<file path="src/rtl/seq_multiplier.sv">
// Sequential shift-add multiplier: full 2W-bit signed/unsigned product in W steps.
// Holds the pipeline via a combinational stall until the product is valid.
module seq_multiplier #(
  parameter int unsigned W = 32
) (
  input  logic           clk,
  input  logic           rst,
  input  logic           run,
  input  logic           u,
  input  logic [W-1:0]   x,
  input  logic [W-1:0]   y,
  output logic           stall,
  output logic [2*W-1:0] z
);

  localparam int unsigned CW = $clog2(W + 2);
  localparam logic [CW-1:0] S_LAST = CW'(W);
  localparam logic [CW-1:0] S_DONE = CW'(W + 1);

  logic [CW-1:0]  s_q, s_d;
  logic [2*W-1:0] p_q, p_d;
  logic [W-1:0]   x_q, x_d;
  logic           u_q, u_d;

  logic [W-1:0] m;
  logic [W:0]   hi, mm, sum;

  // State register
  always_ff @(posedge clk or negedge rst) begin
    if (!rst) begin
      s_q <= '0;
      p_q <= '0;
      x_q <= '0;
      u_q <= 1'b0;
    end else begin
      s_q <= s_d;
      p_q <= p_d;
      x_q <= x_d;
      u_q <= u_d;
    end
  end

  // One shift-add step; the last step subtracts to weight the multiplier sign bit
  always_comb begin
    m   = p_q[0] ? x_q : '0;
    hi  = u_q ? {p_q[2*W-1], p_q[2*W-1:W]} : {1'b0, p_q[2*W-1:W]};
    mm  = u_q ? {m[W-1], m} : {1'b0, m};
    sum = (u_q && (s_q == S_LAST)) ? (hi - mm) : (hi + mm);
  end

  // Next-state: counter, load on S=0, step for 1..W, hold when saturated or idle
  always_comb begin
    s_d = s_q;
    p_d = p_q;
    x_d = x_q;
    u_d = u_q;
    if (!run) begin
      s_d = '0;
    end else begin
      if (s_q != S_DONE) s_d = s_q + CW'(1);
      if (s_q == '0) begin
        x_d = x;
        u_d = u;
        p_d = {W'(0), y};
      end else if (s_q != S_DONE) begin
        p_d = {sum, p_q[W-1:1]};
      end
    end
  end

  assign stall = run & (s_q != S_DONE);
  assign z     = p_q;

endmodule

</file>
<file path="config.mk">
export PLATFORM = sky130hd
export DESIGN_NAME = seq_multiplier
export DESIGN_NICKNAME = d
export VERILOG_FILES = /design/src/rtl/seq_multiplier.sv
export SDC_FILE = /design/constraint.sdc
export NUM_CORES = 1
export LEC_CHECK = 0
export CAP_MARGIN = 20
export CORE_UTILIZATION = 55
export CTS_CLUSTER_DIAMETER = 60
export DETAILED_ROUTE_END_ITERATION = 12
export PLACE_DENSITY = 0.84
export SKIP_LAST_GASP = 1
export SYNTH_ARGS = -nofsm -noshare
export SYNTH_HDL_FRONTEND = slang
export SYNTH_SLANG_ARGS = --single-unit
</file>
<file path="constraint.sdc">
create_clock -name clk -period 7.7 [get_ports clk]
set_input_delay 1.155 -clock clk [delete_from_list [all_inputs] [get_ports clk]]
set_output_delay 1.155 -clock clk [all_outputs]
set_load 0.03 [all_outputs]
</file>
### Word level (Yosys, flattened, before mapping)

Cells that the tools add are included.
W data, S select, Z words.

| cells by class | value |
|---|---|
| $add $sub $neg | 3 |
| equality and inequality tests | 3 |
| multiplexer cells | 8 |
| bitwise logic cells | 1 |
| reduce and logical (&&, ||, !) cells | 5 |

Operators by type and width:

| kind | count |
|---|---|
| $mux W64 | 2 |
| $mux W33 | 3 |
| $add A33 B33 Y33 | 1 |
| $sub A33 B33 Y33 | 1 |
| $mux W32 | 1 |
| $mux W6 | 2 |
| $add A6 B1 Y6 const B | 1 |
| $eq A6 B6 Y1 const B | 1 |
| $logic_not A6 Y1 | 1 |
| $ne A6 B6 Y1 const B | 1 |
| $reduce_and A2 Y1 | 2 |
| $ne A2 B1 Y1 const B | 1 |
| $reduce_bool A2 Y1 | 1 |
| $and A1 B1 Y1 | 1 |
| $logic_and A1 B1 Y1 | 1 |

| storage, ports and cells | value |
|---|---|
| bits in registers | 103 |
| input port bits | 68 |
| output and inout port bits | 65 |
| word-level logic and storage cells | 24 |

### Longest topological paths before layout

| depth | value |
|---|---|
| depth after elaboration | 6 |
| mapped depth | 21 |
| gate-level depth less buffers | 16 |

### Worst setup path before layout

OpenSTA, ideal clock, no wires.

| timing | value |
|---|---|
| kind | register to register |
| start point | reg p_q[0], in the netlist z[0] |
| end point | reg p_q[61], in the netlist z[61] |
| library setup time | 0.122 ns |
| arrival time | 4.470 ns |
| data required time | 7.578 ns |
| path slack | 3.109 ns |
| stages on the path, launching flop included | 22 |
| buffers on the path | 5 |
| path through | dfrtp_1 -> clkbuf_1 -> clkbuf_1 -> buf_1 -> nand2_1 -> ha_1 -> o21ai_0 -> nor2_2 -> nand2_1 -> nand2_1 -> nand2_1 -> buf_2 -> nand3_1 -> ha_1 -> clkbuf_1 -> nand2_1 -> nor2_1 -> a211oi_1 -> a21oi_1 -> a311o_1 -> or3_1 -> a32o_1 |

| on the way | value |
|---|---|
| longest elaborated chain between the ends | 6 |
| elaborated cells on any way between the ends | 7 |

Ends and longest elaborated chain:

| element | line | text |
|---|---|---|
| start, declared | 21 | `logic [2*W-1:0] p_q, p_d;` |
| start signal, assigned | 37 | `p_q <= p_d;` |
| $mux W32 (*) | 45 | `m = p_q[0] ? x_q : '0;` |
| $mux W33 (*) | 47 | `mm = u_q ? {m[W-1], m} : {1'b0, m};` |
| $add A33 B33 Y33 / $sub A33 B33 Y33 (equally long branches) | 48 | `sum = (u_q && (s_q == S_LAST)) ? (hi - mm) : (hi + mm);` |
| $mux W33 (*) | 48 |  |
| $mux W64 (*) | 65 | `end else if (s_q != S_DONE) begin` |
| $mux W64 (*) | 61 | `if (s_q == '0) begin` |

Mark *: on every way between the ends. The rest lies on a longest branch, timed or not. The select of a mux whose other input is x is not followed.
A chain may end at the register's enable or synchronous reset.

### Worst setup path in the final report

| timing | value |
|---|---|
| start point | reg p_q[0], in the netlist z[0] |
| end point | reg p_q[56], in the netlist z[56] |

Same word-level chain as after synthesis.

==> qor.txt <==
Run status: finished, final reports clean
Reg-to-reg setup timing slack: 2980 ps
Transition time of the tightest slew-check pin: 792 ps
Starting Density: 57.3%
Logic depth of the worst path, buffers included: 16
Util after Layout: 71.5%
Setup TNS after final layout: 0 ps
Routed wire per std cell: 18.0 um
Standby leakage power: 3.73 nW
Remaining max-slew budget at the tightest pin: 46.5%
Count of standard-cell rows: 40
Number of primary I/O pins: 133
Max_cap viols: 0
Synthesis warning total: 0
Final period utilization: 61.4%
Endpoint of the lowest-slack register-to-register path: z[56]
Share of final-layout standard cells stronger than drive strength 1: 8.73%
Average size of a mapped cell: 8.83 um^2
Number of instances in the synthesized netlist: 792
Final net count: 1005
Wire length of the first global-routing pass: 31300 um
Share of the synthesized netlist area taken by xor and xnor gates: 5.76%
Compound-Gate Fraction of Synth Area: 19.8%
Hold slack final: 515 ps
CTS Hold Buffers Added: 0
Cell type group with the largest total delay on the critical path: compound AO/OA/AOI/OAI gates
EDFF count, synth: 0
Buffer depth of the longest clock path: 2
Register area: 2580 um^2
Endpoint, Worst Hold: z[22]
Adder-cell share of the synthesized area: 6.73%
TritonCTS clock tree: built
Combinational family with the most area after synthesis: compound AO/OA/AOI/OAI gates
Library cell used as clock root buffer: sky130_fd_sc_hd__clkbuf_16
Endpoint type of the worst setup path: flip-flop
Post-synth top area cell: sky130_fd_sc_hd__dfrtp_1
Count leader, synth: sky130_fd_sc_hd__nand2_1
Remaining global-route overflow: 0
DRC violations left: 0
Cell-by-cell listing of the critical path: buf_4, inv_1, o21ai_0, nor2_2, nand2_1, nand2_1, nand2_1, nand3_1, ha_1, a2111oi_0, a21oi_2, o211ai_1, o311ai_2, a31oi_2, or3_1, o311ai_1
Finish-stage setup viols: 0
Yosys top cell area share: 36.9%
Critical-path top delay cell: sky130_fd_sc_hd__o21ai_0
Multiplexer share of the synthesized area: 10.7%
Unrepaired setup endpoints after global routing: false
Arr. time, crit path: 4980 ps
Worst-case reg-to-reg path depth: 16
Achievable clock frequency: 212 MHz
Layout Area Growth over Synthesis: 24.9%
Post-CTS setup buffers: 0
Worst hold stages: 2
Overall global routing resource usage: 30.8%
Post-route minimum period: 4720 ps
Number of global-route vias before repair: 6108
Count of routing violations after the opening detailed-route iteration: 565
Hold violation count in the final report: 0
Top cells by area in the synthesized netlist: sky130_fd_sc_hd__dfrtp_1 37%, sky130_fd_sc_hd__nand2_1 6.9%, sky130_fd_sc_hd__ha_1 6.4%, sky130_fd_sc_hd__mux2_2 5.8%, sky130_fd_sc_hd__o21ai_0 5.6%
CTS-repair resized insts: 0
Reg clk slew, reported paths: 70 ps
Cell area power density: 368 nW/um^2
Antenna-violating nets left: 0
Die outline area: 13200 um^2
Area of combinational cells with multiple inputs: 4210 um^2
Fin worst setup slack: 2980 ps
Core area: 12200 um^2
Setup slack at placement: 3110 ps
Mean number of vias per cell: 6.01
HPWL Detailed: 14600 um
Port-buffer cells: 132
Largest incremental delay on the critical path: 520 ps
Number of buffers created by CTS: 9
Post-synthesis sequential element count: 103
Fraction of the mapped netlist area in simple logic gates: 16.9%
Height of the die: 115 um
Die Wd: 115 um
Skew final: 7.71 ps
Total via count after detailed routing: 6448
Clock Latency Late Sink: 360 ps
Startpoint of the worst hold path: z[22]
Start-to-end type of the worst setup path: flip-flop to flip-flop
Last weighted congestion value of the routability-driven placer: 0.984
DR pass1 iterations: 7
Post-synthesis sequential area ratio: 36.9%
Clock tree sinks: 103
Worst IR drop on VDD: 214 uV
Cell area after synthesis: 6990 um^2
Most frequent CP cell: sky130_fd_sc_hd__nand2_1
Most used flip-flop cell after synthesis: sky130_fd_sc_hd__dfrtp_1
Hold Path Class: flip-flop to flip-flop
Post-synth net total: 897
Total count of max-transition violations in the final report: 0
Data required time of the critical path: 7960 ps
Count of cell types in the netlist: 69
Maximum number of pins on one net before global-route repair: 87
Sort of element at the start of the critical path: flip-flop
Most instantiated cells after synthesis: 129 x sky130_fd_sc_hd__nand2_1, 103 x sky130_fd_sc_hd__dfrtp_1, 78 x sky130_fd_sc_hd__o21ai_0
Critical path fanouts, max: 42
Fraction of registers with async set or reset after synthesis: 100%
H-Tree Level Count: 3
Sum of buffers and inverters on the critical path: 2
Reg-to-reg startpoint: z[0]
Initial antenna violation count: 0
Antenna diode count: 0
Aggregate routed wire length: 19300 um
Final-layout fill cell count: 962
[cell families after synthesis]
kind of cell	count (synthesis)
AO/OA/AOI/OAI	216
XOR/XNOR	46
flip-flops	103
adder cells (fa/ha/maj)	37
multiplexers	70
buffers and inverters	59
AND/OR/NAND/NOR	261
[through the flow]
stage / instances / instance area (um^2) / total power, mW
2_1_floorplan: 792 / 6990 / 2.13
3_3_place_gp: 1057 / 8430 / 2.66
3_5_place_dp: 1057 / 8430 / 2.71
4_1_cts: 1073 / 8730 / 3.20
5_1_grt: 1073 / 8730 / 3.43
6_report: 1073 / 8730 / 3.22
[power by group]
group | internal (mW) | switching, mW
Clock | 0.258 | 0.222
Sequential | 0.689 | 0.169
Combinational | 0.766 | 1.11
Total | 1.71 | 1.50
[cell usage in the layout (no fill, tap or decap), types with 2 or more instances in the layout]
master / netlist / final
sky130_fd_sc_hd__clkdlybuf4s50_1: 0 / 131
sky130_fd_sc_hd__nand2_1: 129 / 129
sky130_fd_sc_hd__dfrtp_1: 103 / 103
sky130_fd_sc_hd__o21ai_0: 78 / 78
sky130_fd_sc_hd__a21oi_1: 46 / 46
sky130_fd_sc_hd__nor2_1: 45 / 45
sky130_fd_sc_hd__mux2_2: 36 / 36
sky130_fd_sc_hd__ha_1: 36 / 36
sky130_fd_sc_hd__mux2i_1: 33 / 33
sky130_fd_sc_hd__xnor2_1: 23 / 23
sky130_fd_sc_hd__xor2_1: 23 / 23
sky130_fd_sc_hd__nand3_1: 19 / 19
sky130_fd_sc_hd__inv_1: 17 / 17
sky130_fd_sc_hd__a21o_1: 15 / 15
sky130_fd_sc_hd__o31ai_1: 13 / 13
sky130_fd_sc_hd__nor3_1: 10 / 10
sky130_fd_sc_hd__or3_1: 9 / 9
sky130_fd_sc_hd__clkbuf_16: 0 / 9
sky130_fd_sc_hd__nand4_1: 8 / 8
sky130_fd_sc_hd__buf_4: 0 / 8
sky130_fd_sc_hd__nor4_1: 7 / 7
sky130_fd_sc_hd__nand2b_1: 7 / 7
sky130_fd_sc_hd__o211ai_1: 7 / 7
sky130_fd_sc_hd__nor2b_1: 7 / 6
sky130_fd_sc_hd__o21a_1: 5 / 5
sky130_fd_sc_hd__o21ai_1: 5 / 5
sky130_fd_sc_hd__a31oi_1: 5 / 5
sky130_fd_sc_hd__and2_1: 5 / 5
sky130_fd_sc_hd__and3_1: 4 / 4
sky130_fd_sc_hd__o2111ai_1: 4 / 4
sky130_fd_sc_hd__or2_2: 3 / 3
sky130_fd_sc_hd__a22oi_1: 3 / 3
sky130_fd_sc_hd__a2111oi_0: 3 / 3
sky130_fd_sc_hd__a211oi_1: 3 / 3
sky130_fd_sc_hd__o21ai_2: 2 / 2
sky130_fd_sc_hd__o211ai_2: 2 / 2
sky130_fd_sc_hd__o311ai_2: 2 / 2
sky130_fd_sc_hd__o21bai_1: 2 / 2
sky130_fd_sc_hd__inv_6: 0 / 2
[tightest hold or removal path: stages (launching register included)]
cell and delay (ps):
sky130_fd_sc_hd__dfrtp_1 370, sky130_fd_sc_hd__nand2_1 50, sky130_fd_sc_hd__o21ai_0 60
[worst max-delay path by stage]
stage	slack (ps)	to	from
final	2980	z[56]	z[0]
after global routing	2480	z[58]	z[0]
after CTS	3110	z[52]	z[0]
after detailed placement	3110	z[60]	z[0]
after global placement	3320	z[61]	s_q[0]
after floorplan	3110	z[61]	z[0]
[per-layer routing]
metal	GRT usage [%]	share of wire [%]	vias to the layer above
met5	0	0	-
met4	8.74	2.4	0
met3	6.22	6.6	52
met2	48.8	46	272
met1	43.0	45	3063
li1	-	-	3061
[sequential cells by signal, summed over array words and instances, names as in the netlist]
| register | flops |
|---|---|
| s_q | 6 |
| u_q | 1 |
| x_q | 32 |
| z | 64 |
[cell type report]
class	count	area share [%]
tap	168	2.41
clock buffer	10	2.62
timing repair buffer	139	15.7
multi-input combinational	630	48.2
inverter	17	0.731
sequential	103	29.5
clock inverter	6	0.860
No activity file was read; power rests on OpenSTA's default activity.
